<file path="src/rtl/key_pattern_receiver_pkg.sv">
// Shared types and constants for the push-button pattern receiver.
package key_pattern_receiver_pkg;

  localparam int DEFAULT_N_BITS = 16;

  localparam logic BIT_FROM_KEY0 = 1'b0;
  localparam logic BIT_FROM_KEY1 = 1'b1;

  typedef enum logic [1:0] {
    IDLE     = 2'd0,
    PRESS_DB = 2'd1,
    HELD     = 2'd2,
    REL_DB   = 2'd3
  } rx_state_e;

endpackage

</file>
<file path="src/rtl/key_pattern_receiver_if.sv">
// Bit stream and pattern valid/ready bus between the receiver and the weight update logic.
interface key_pattern_receiver_if
  import key_pattern_receiver_pkg::*;
#(
  parameter int N_BITS = DEFAULT_N_BITS
);
  localparam int CW = $clog2(N_BITS) + 1;

  logic              bit_valid;
  logic              bit_value;
  logic [CW-1:0]     bit_count;
  logic [N_BITS-1:0] pattern;
  logic              pattern_valid;
  logic              pattern_ready;

  modport master (
    output bit_valid, bit_value, bit_count, pattern, pattern_valid,
    input  pattern_ready
  );

  modport slave (
    input  bit_valid, bit_value, bit_count, pattern, pattern_valid,
    output pattern_ready
  );

endinterface

</file>
<file path="src/rtl/key_pattern_receiver_debounce.sv">
// Two-flop synchroniser for one raw key plus a counter of consecutive samples at the expected level.
module key_pattern_receiver_debounce #(
  parameter int DEBOUNCE_CYCLES = 4,
  parameter int CNT_W           = 20
) (
  input  logic clk,
  input  logic rst,
  input  logic key_i,
  input  logic expect_i,
  input  logic clear_i,
  output logic ks_o,
  output logic done_o
);

  localparam logic [CNT_W-1:0] LAST = CNT_W'(DEBOUNCE_CYCLES - 1);

  logic             meta_q;
  logic             sync_q;
  logic [CNT_W-1:0] cnt_q;
  logic [CNT_W-1:0] cnt_d;
  logic             match;

  // Synchronisers preset to the released level so reset never looks like a press.
  always_ff @(posedge clk or posedge rst) begin
    if (rst) begin
      meta_q <= 1'b1;
      sync_q <= 1'b1;
      cnt_q  <= '0;
    end else begin
      meta_q <= key_i;
      sync_q <= meta_q;
      cnt_q  <= cnt_d;
    end
  end

  assign match = (sync_q == expect_i);

  always_comb begin
    cnt_d = cnt_q;
    if (clear_i || !match) begin
      cnt_d = '0;
    end else if (cnt_q != LAST) begin
      cnt_d = cnt_q + CNT_W'(1);
    end
  end

  assign ks_o   = sync_q;
  assign done_o = match && (cnt_q == LAST);

endmodule

</file>
<file path="src/rtl/key_pattern_receiver.sv">
// Push-button pattern receiver: debounces key0/key1, handshakes each press through busy,
// and assembles N_BITS presses into a word offered on a valid/ready bus.
module key_pattern_receiver
  import key_pattern_receiver_pkg::*;
#(
  parameter int N_BITS          = DEFAULT_N_BITS,
  parameter int DEBOUNCE_CYCLES = 4,
  parameter int CNT_W           = 20
) (
  input  logic CLOCK_50,
  input  logic rst,
  input  logic key0,
  input  logic key1,
  output logic busy,
  output logic dropped,
  key_pattern_receiver_if.master pat
);

  localparam int CW = $clog2(N_BITS) + 1;
  localparam int IW = CW - 1;

  rx_state_e         state_q, state_d;
  logic              cand_q, cand_d;
  logic              lockout_q, lockout_d;
  logic              busy_q, busy_d;
  logic              bit_valid_q, bit_valid_d;
  logic              bit_value_q, bit_value_d;
  logic [CW-1:0]     bit_count_q, bit_count_d;
  logic [N_BITS-1:0] pattern_q, pattern_d;
  logic              pvalid_q, pvalid_d;
  logic              dropped_q, dropped_d;

  logic k0s, k1s;
  logic done0, done1;
  logic exp0, exp1;
  logic clear_db;
  logic press_good;
  logic accept;
  logic release_done;

  key_pattern_receiver_debounce #(
    .DEBOUNCE_CYCLES(DEBOUNCE_CYCLES),
    .CNT_W          (CNT_W)
  ) u_db0 (
    .clk     (CLOCK_50),
    .rst     (rst),
    .key_i   (key0),
    .expect_i(exp0),
    .clear_i (clear_db),
    .ks_o    (k0s),
    .done_o  (done0)
  );

  key_pattern_receiver_debounce #(
    .DEBOUNCE_CYCLES(DEBOUNCE_CYCLES),
    .CNT_W          (CNT_W)
  ) u_db1 (
    .clk     (CLOCK_50),
    .rst     (rst),
    .key_i   (key1),
    .expect_i(exp1),
    .clear_i (clear_db),
    .ks_o    (k1s),
    .done_o  (done1)
  );

  // Only the candidate key is expected low during press debounce; everywhere else both idle high.
  assign exp0       = !((state_q == PRESS_DB) && (cand_q == BIT_FROM_KEY0));
  assign exp1       = !((state_q == PRESS_DB) && (cand_q == BIT_FROM_KEY1));
  assign press_good = (cand_q == BIT_FROM_KEY0) ? (!k0s && k1s) : (k0s && !k1s);

  always_ff @(posedge CLOCK_50 or posedge rst) begin
    if (rst) begin
      state_q     <= IDLE;
      cand_q      <= BIT_FROM_KEY0;
      lockout_q   <= 1'b1;
      busy_q      <= 1'b0;
      bit_valid_q <= 1'b0;
      bit_value_q <= 1'b0;
      bit_count_q <= '0;
      pattern_q   <= '0;
      pvalid_q    <= 1'b0;
      dropped_q   <= 1'b0;
    end else begin
      state_q     <= state_d;
      cand_q      <= cand_d;
      lockout_q   <= lockout_d;
      busy_q      <= busy_d;
      bit_valid_q <= bit_valid_d;
      bit_value_q <= bit_value_d;
      bit_count_q <= bit_count_d;
      pattern_q   <= pattern_d;
      pvalid_q    <= pvalid_d;
      dropped_q   <= dropped_d;
    end
  end

  always_comb begin
    state_d = state_q;
    cand_d  = cand_q;
    case (state_q)
      IDLE: begin
        if (!lockout_q && (k0s != k1s)) begin
          state_d = PRESS_DB;
          cand_d  = k0s ? BIT_FROM_KEY1 : BIT_FROM_KEY0;
        end
      end
      PRESS_DB: begin
        if (!press_good) begin
          state_d = IDLE;
        end else if (done0 && done1) begin
          state_d = HELD;
        end
      end
      HELD: begin
        if (k0s && k1s) begin
          state_d = REL_DB;
        end
      end
      REL_DB: begin
        if (!(k0s && k1s)) begin
          state_d = HELD;
        end else if (done0 && done1) begin
          state_d = IDLE;
        end
      end
      default: state_d = IDLE;
    endcase
  end

  assign clear_db = ((state_q == IDLE) && (state_d == PRESS_DB)) ||
                    ((state_q == HELD) && (state_d == REL_DB));

  // Lockout holds off new presses after reset or a two-key press until both keys are stably released.
  always_comb begin
    accept       = (state_q == PRESS_DB) && press_good && done0 && done1;
    release_done = (state_q == REL_DB) && k0s && k1s && done0 && done1;

    lockout_d = lockout_q;
    if (state_q == IDLE) begin
      if (!k0s && !k1s) begin
        lockout_d = 1'b1;
      end else if (done0 && done1) begin
        lockout_d = 1'b0;
      end
    end

    busy_d      = busy_q;
    bit_valid_d = 1'b0;
    dropped_d   = 1'b0;
    bit_value_d = bit_value_q;
    bit_count_d = bit_count_q;
    pattern_d   = pattern_q;
    pvalid_d    = pvalid_q;

    if (accept) begin
      busy_d = 1'b1;
      if (!pvalid_q) begin
        pattern_d[bit_count_q[IW-1:0]] = cand_q;
        bit_value_d = cand_q;
        bit_valid_d = 1'b1;
        bit_count_d = bit_count_q + CW'(1);
        if (bit_count_q == CW'(N_BITS - 1)) begin
          pvalid_d = 1'b1;
        end
      end else begin
        dropped_d = 1'b1;
      end
    end

    if (release_done) begin
      busy_d = 1'b0;
    end

    if (pvalid_q && pat.pattern_ready) begin
      pvalid_d    = 1'b0;
      bit_count_d = '0;
    end
  end

  assign busy              = busy_q;
  assign dropped           = dropped_q;
  assign pat.bit_valid     = bit_valid_q;
  assign pat.bit_value     = bit_value_q;
  assign pat.bit_count     = bit_count_q;
  assign pat.pattern       = pattern_q;
  assign pat.pattern_valid = pvalid_q;

endmodule

</file>
<file path="src/flat_wrapper.sv">
// flat-port wrapper written by rule: the top's interface ports become plain ports
module key_pattern_receiver_flat import key_pattern_receiver_pkg::*;
#(
  parameter int N_BITS          = DEFAULT_N_BITS,
  parameter int DEBOUNCE_CYCLES = 4,
  parameter int CNT_W           = 20
)
  (CLOCK_50, rst, key0, key1, busy, dropped, pat_bit_valid, pat_bit_value, pat_bit_count, pat_pattern, pat_pattern_valid, pat_pattern_ready);
  key_pattern_receiver_if #(.N_BITS(N_BITS)) pat_i ();
  input  logic CLOCK_50;
  input  logic rst;
  input  logic key0;
  input  logic key1;
  output logic busy;
  output logic dropped;
  output wire logic [$bits(pat_i.bit_valid)-1:0] pat_bit_valid;
  output wire logic [$bits(pat_i.bit_value)-1:0] pat_bit_value;
  output wire logic [$bits(pat_i.bit_count)-1:0] pat_bit_count;
  output wire logic [$bits(pat_i.pattern)-1:0] pat_pattern;
  output wire logic [$bits(pat_i.pattern_valid)-1:0] pat_pattern_valid;
  input wire logic [$bits(pat_i.pattern_ready)-1:0] pat_pattern_ready;
  assign pat_bit_valid = pat_i.bit_valid;
  assign pat_bit_value = pat_i.bit_value;
  assign pat_bit_count = pat_i.bit_count;
  assign pat_pattern = pat_i.pattern;
  assign pat_pattern_valid = pat_i.pattern_valid;
  assign pat_i.pattern_ready = pat_pattern_ready;
  key_pattern_receiver #(.N_BITS(N_BITS), .DEBOUNCE_CYCLES(DEBOUNCE_CYCLES), .CNT_W(CNT_W)) u_core (.CLOCK_50(CLOCK_50), .rst(rst), .key0(key0), .key1(key1), .busy(busy), .dropped(dropped), .pat(pat_i));
endmodule
</file>
<file path="config.mk">
export PLATFORM = sky130hd
export DESIGN_NAME = key_pattern_receiver_flat
export DESIGN_NICKNAME = d
export VERILOG_FILES = /design/src/rtl/key_pattern_receiver_pkg.sv /design/src/rtl/key_pattern_receiver_if.sv /design/src/rtl/key_pattern_receiver_debounce.sv /design/src/rtl/key_pattern_receiver.sv /design/src/flat_wrapper.sv
export SDC_FILE = /design/constraint.sdc
export NUM_CORES = 1
export LEC_CHECK = 0
export CORE_ASPECT_RATIO = 0.6
export CORE_MARGIN = 5
export CORE_UTILIZATION = 45
export DETAILED_ROUTE_END_ITERATION = 10
export PLACE_DENSITY_LB_ADDON = 0.08
export RECOVER_POWER = 50
export SLEW_MARGIN = 15
export SYNTH_ARGS = -nofsm -noshare
export SYNTH_HDL_FRONTEND = slang
export SYNTH_SLANG_ARGS = --single-unit
</file>
<file path="constraint.sdc">
create_clock -name CLOCK_50 -period 2.1 [get_ports CLOCK_50]
set_input_delay 0.42 -clock CLOCK_50 [delete_from_list [all_inputs] [get_ports CLOCK_50]]
set_output_delay 0.42 -clock CLOCK_50 [all_outputs]
set_load 0.01 [all_outputs]
</file>
# After elaboration in Yosys (flattened, before gate mapping)
# Cells that the tools add are included.
[classes]
add_sub_neg = 3
order_cmp = 2
n_eq_ne = 14
muxes = 31
bitwise_logic = 2
n_reduce_logical = 41
[op_table]
columns = ["op", "count"]
rows = [
  ["$mux 20", 4],
  ["$add 20x1->20 const B", 2],
  ["$eq 20x2->1 const B", 2],
  ["$ne 20x2->1 const B", 2],
  ["$logic_and 1x1->1", 21],
  ["$bwmux 16", 1],
  ["$mux 1", 15],
  ["$mux 5", 3],
  ["$mux 2", 6],
  ["$reduce_bool 2->1", 5],
  ["$pmux 2 s4", 1],
  ["$reduce_and 2->1", 4],
  ["$logic_not 1->1", 7],
  ["$eq 2x2->1 const B", 3],
  ["$add 5x1->5 const B", 1],
  ["$eq 5x4->1 const B", 1],
  ["$lt 4x5->1 const B", 1],
  ["$demux 1 s4", 1],
  ["$eq 2x1->1 const B", 2],
  ["$ge 4x1->1 const B", 1],
  ["$logic_or 1x1->1", 3],
  ["$eq 1x1->1", 2],
  ["$logic_not 2->1", 1],
  ["$ne 2x2->1 const B", 1],
  ["other kinds (2)", 3],
]
[totals]
regBits = 74
input_bits = 5

# Depth between registers and ports, before layout
[depth]
depth_word = 14
depth_mapped = 9
mapped_depth_nobuf = 7

# By module
# Synthesis repeated with hierarchy kept, for this count alone.
[hier_totals]
cells_unflattened = 402
area_unflattened_um2 = 4007.6
[by_module_without_submodules]
columns = ["module", "n_inst", "cells_each", "area_each_um2", "seq_area_each_um2"]
rows = [
  ["key_pattern_receiver_debounce", 2, 119, 1111.1, 553.0],
  ["key_pattern_receiver", 1, 164, 1785.5, 752.0],
]

# Least setup slack after synthesis
# OpenSTA, ideal clock, no wires.
[synth_path]
path_kind = "register -> register"
from = "reg u_core.u_db0.sync_q, in the netlist u_core.u_db0.ks_o"
to = "reg u_core.pattern_q[10], in the netlist u_core.pat.pattern[10]"
setup_ns = 0.125
t_arrival_ns = 2.201
required_ns = 1.975
slack_ns = -0.226
stages_incl_launch_ff = 10
path_buffers = 2
synth_period_minus_slack_ns = 2.326
path_cell_list = "dfstp_2 inv_1 ha_1 mux2_2 nand2b_1 clkbuf_1 clkbuf_1 nor3_1 nand3_1 mux2_2"
[synth_via]
elab_chain_cells = 7
word_cells_on_any_way = 10
[synth_rtl]
columns = ["element", "line", "source"]
rows = [
  ["start: declaration", "key_pattern_receiver_debounce.sv:18", "logic sync_q;"],
  ["start signal: assignment", "key_pattern_receiver_debounce.sv:31", "sync_q <= meta_q;"],
  ["$logic_not 1->1", "key_pattern_receiver.sv:70", "assign press_good = (cand_q == BIT_FROM_KEY0) ? (!k0s && k1s) : (k0s && !k1s);"],
  ["$logic_and 1x1->1", "key_pattern_receiver.sv:70", ""],
  ["$mux 1", "key_pattern_receiver.sv:70", ""],
  ["$logic_and 1x1->1", "key_pattern_receiver.sv:136", "accept = (state_q == PRESS_DB) && press_good && done0 && done1;"],
  ["$logic_and 1x1->1 (*) (2 in a row)", "key_pattern_receiver.sv:136", ""],
  ["$reduce_and 2->1 (no line) (*)", "-", ""],
  ["end signal: assignment", "key_pattern_receiver.sv:92", "pattern_q <= pattern_d;"],
  ["end: declaration", "key_pattern_receiver.sv:29", "logic [N_BITS-1:0] pattern_q, pattern_d;"],
]
# Mark *: on every way between the ends. The rest lies on a longest branch, timed or not.
# A chain may end at the register's enable or synchronous reset.

# Worst setup path after layout
[layout_path]
from = "reg u_core.u_db1.cnt_q[9]"
to = "reg u_core.pattern_q[5], in the netlist u_core.pat.pattern[5]"
[layout_via]
elab_chain_cells = 4
[layout_rtl]
columns = ["element", "line", "source"]
rows = [
  ["start: declaration", "key_pattern_receiver_debounce.sv:19", "logic [CNT_W-1:0] cnt_q;"],
  ["start signal: assignment", "key_pattern_receiver_debounce.sv:32", "cnt_q <= cnt_d;"],
  ["$eq 20x2->1", "key_pattern_receiver_debounce.sv:48", "assign done_o = match && (cnt_q == LAST);"],
  ["$logic_and 1x1->1", "key_pattern_receiver_debounce.sv:48", ""],
  ["$logic_and 1x1->1", "key_pattern_receiver.sv:136", ""],
  ["$reduce_and 2->1 (no line)", "-", ""],
]
# Every way passes these cells.

==> reports/metrics.csv <==
metric;value;unit
clockPowerShare;0.498;
start_util;0.4601;
synth_enable_flop_cells;0;
die_area;10670;µm²
r2r_start;u_core.u_db1.cnt_q[9];
grt_pass1_wl;14600;µm
syn-mean-instance-area;10.08;µm²
yosysUniqueCellTypes;41;
numCtsBuffers;9;
synth-simple-area-share;0.2537;
ctsRootBufferMaster;clkbuf_16;
max_freq;470.0;MHz
netlist_area;3891;µm²
r2r_slack;-0.03;ns
clk_pin_slew;0.06;ns
cp.arrival;2.34;ns
maxCapViolCount;0;
synth-compound-area-share;0.03891;
fin_nets;471;
required;2.31;ns
path_class;flip-flop to flip-flop;
rsz0062_at_grt;true;
first_pass_iters;4;
synth_area_leaders;dfrtp_1, nor2_1, xnor2_1;
die_w;130.1;µm
port_buffers;30;
hold_class;flip-flop to flip-flop;
rows;26;
hp-start;u_core.u_db1.meta_q;
grt_usage;0.1778;
synth_mux_area_frac;0.07524;
cts_buffer_depth;2;
top_level_ports;31;
r2r-end;u_core.pat.pattern[5];
swShare;0.2180;
p_sw;0.7830;mW
die_height;82.03;µm
drc;0;
p_seq_frac;0.420;
cp-start-kind;flip-flop;
fin_worst_skew;0.005398;ns
period_share;1.013;
final_util;0.6022;
total_power;3.592;mW
grt_max_degree;67;
r2r_cells;8;
synth_flop_cell;dfrtp_1;
p_comb_frac;0.082;
gp_congestion;0.8150;
clock_sinks;74;
mostFrequentLayoutCell;dfrtp_1;
setup_viol;10;
synth_warnings;0;
critPathMaxFanout;7;
async_flop_share;1.000;
yosys.area_share.xor_xnor;0.08553;
status;finished, violations left;
finalSetupTns;-0.1796;ns
yosysTopAreaCell;dfrtp_1;
failed_checks;negative setup slack;
drive_above_1_share;0.2543;
p_int;2.809;mW
fin_ws;-0.02778;ns
ys_seq_elements;74;
dpl_cell_area;4598;µm²
drv_slew;0;
final_cell_area;5094;µm²
num_vias;3033;
p_per_area;705.2;nW/µm²
totalWireLength;8757;µm
min_to;u_core.u_db1.ks_o;
htreeDepth;3;
syn_inst;386;
core_area;8458;µm²
ant_nets;0;
place_ws;-0.1049;ns
p_leak;2.202;nW
layout.cells.most_common_list;dfrtp_1, nor2_1, buf_4;
hpwl;6042;µm
diodes;0;
hold_viol;0;
hold_depth;0;
cts_tree;done;
period_needed;2.128;ns
grt_antenna_before_repair;0;
crit_path_end_kind;flip-flop;
synth.net_count;402;
syn2layout_area_growth;30.90;%
grt_overflow;0;
clk_latency;0.33;ns
first_iter_violations;177;
yosysTopAreaCellShare;0.4437;
wl_per_cell;15.31;µm
synthAdderAreaFrac;0.03537;
grt_pass1_vias;2862;
worst_slew_pin_slew;0.9020;ns
yosysSeqAreaShare;0.4775;
maxSlewHeadroom;0.3986;
viasPerCell;5.302;
vdd_drop_max;424.6;µV
synth_top_family_by_area;simple AND/OR/NAND/NOR gates;
through the flow:
stage	cells	hold slack [ns]
after detailed placement	551	0.3490
after CTS	570	0.3566
after global routing	572	0.3657
final	572	0.3554
after global placement	551	0.3462
after floorplan	386	0.3452
power groups by stage:
| stage | registers [mW] | clock network [mW] | logic (mW) |
|---|---|---|---|
| after CTS | 1.51 | 1.84 | 0.296 |
| after detailed placement | 1.53 | 0 | 0.285 |
| after floorplan | 1.53 | 0 | 0.172 |
| final | 1.51 | 1.79 | 0.293 |
| after global routing | 1.52 | 1.90 | 0.330 |
| after global placement | 1.53 | 0 | 0.281 |
worst max-delay path: stages (launching register included):
cell       delay, ns
dfrtp_1         0.40
nor4_2          0.31
nand4_1         0.15
buf_4           0.18
nor4_4          0.26
buf_6           0.18
clkbuf_16       0.16
nand3_2         0.07
mux2_4          0.30
cell type report:
class / count / area (µm²)
fillers: 736 / 3364
multi-input cells: 281 / 1981
flip-flops and latches: 74 / 1858
repair buffers: 75 / 708.2
clock buffers: 11 / 252.7
well taps: 112 / 140.1
clock inverters: 5 / 100.1
inverters: 14 / 53.80
synth_stat cells (2+ instances only):
cell and number:
ha_1 11, nor2_1 57, or3_1 4, or2_2 2, inv_1 14, dfstp_2 5, clkbuf_1 12, nand2_1 24
nand3_1 18, and3_1 5, and4_1 4, nor4_1 13, nand4_1 13, a21oi_1 5, mux2i_1 3, nor3_1 21
a31oi_1 4, nand3_2 11, a31o_2 2, xor2_1 19, o21ai_0 6, nand2b_1 6, a21o_1 2, mux2_2 10
xnor2_1 19, buf_2 3, and2_1 2, dfrtp_1 69, mux2_4 10
layer usage:
| layer | GRT usage | share of wire | vias to the layer above |
|---|---|---|---|
| li1 | - | - | 1483 |
| met3 | 0.05068 | 0.052 | 10 |
| met5 | 0 | 0 | - |
| met1 | 0.2750 | 0.55 | 1468 |
| met4 | 0.04149 | 0.0077 | 0 |
| met2 | 0.2413 | 0.39 | 72 |
worst max path at each step:
stage	from	endpoint	slack [ns]	cells past startpoint
6_report	u_core.u_db1.cnt_q[9]	u_core.pat.pattern[5]	-0.03	8
5_1_grt	u_core.u_db1.cnt_q[16]	u_core.pat.pattern[0]	-0.18	8
4_1_cts	u_core.u_db1.cnt_q[5]	u_core.pat.bit_count[1]	-0.03	8
3_5_place_dp	u_core.u_db0.cnt_q[0]	u_core.pat.bit_count[1]	-0.10	7
3_3_place_gp	u_core.u_db1.cnt_q[13]	u_core.pat.pattern[1]	-0.02	7
2_1_floorplan	u_core.u_db0.ks_o	u_core.pat.pattern[10]	0.02	9
sequential cells by signal, indices dropped and copies added (netlist names):
name and cells:
u_core.state_q 2, u_core.cand_q 1, u_core.u_db0.cnt_q 20, u_core.pat.bit_valid 1
u_core.pat.bit_value 1, u_core.u_db1.meta_q 1, u_core.pat.bit_count 5, u_core.u_db1.ks_o 1
u_core.u_db0.ks_o 1, u_core.u_db0.meta_q 1, u_core.lockout_q 1, u_core.pat.pattern 16
u_core.busy 1, u_core.u_db1.cnt_q 20, u_core.pat.pattern_valid 1, u_core.dropped 1
repair_timing:
item	in CTS	in global routing
buffers inserted	2	1
resized for setup	8	11
setup endpoints to repair	23	27
hold buffers	0	0
pin swaps	1	3
cloned	1	1
cells by family (layout without fill, tap and decap cells):
family                   after synthesis  in the layout
multiplexers                          23             23
adder cells (fa/ha/maj)               11             11
AO/OA/AOI/OAI                         24             24
XOR/XNOR                              38             38
flip-flops                            74             74
AND/OR/NAND/NOR                      185            185
buffers and inverters                 31            105
(Power assumes the default switching activity.)
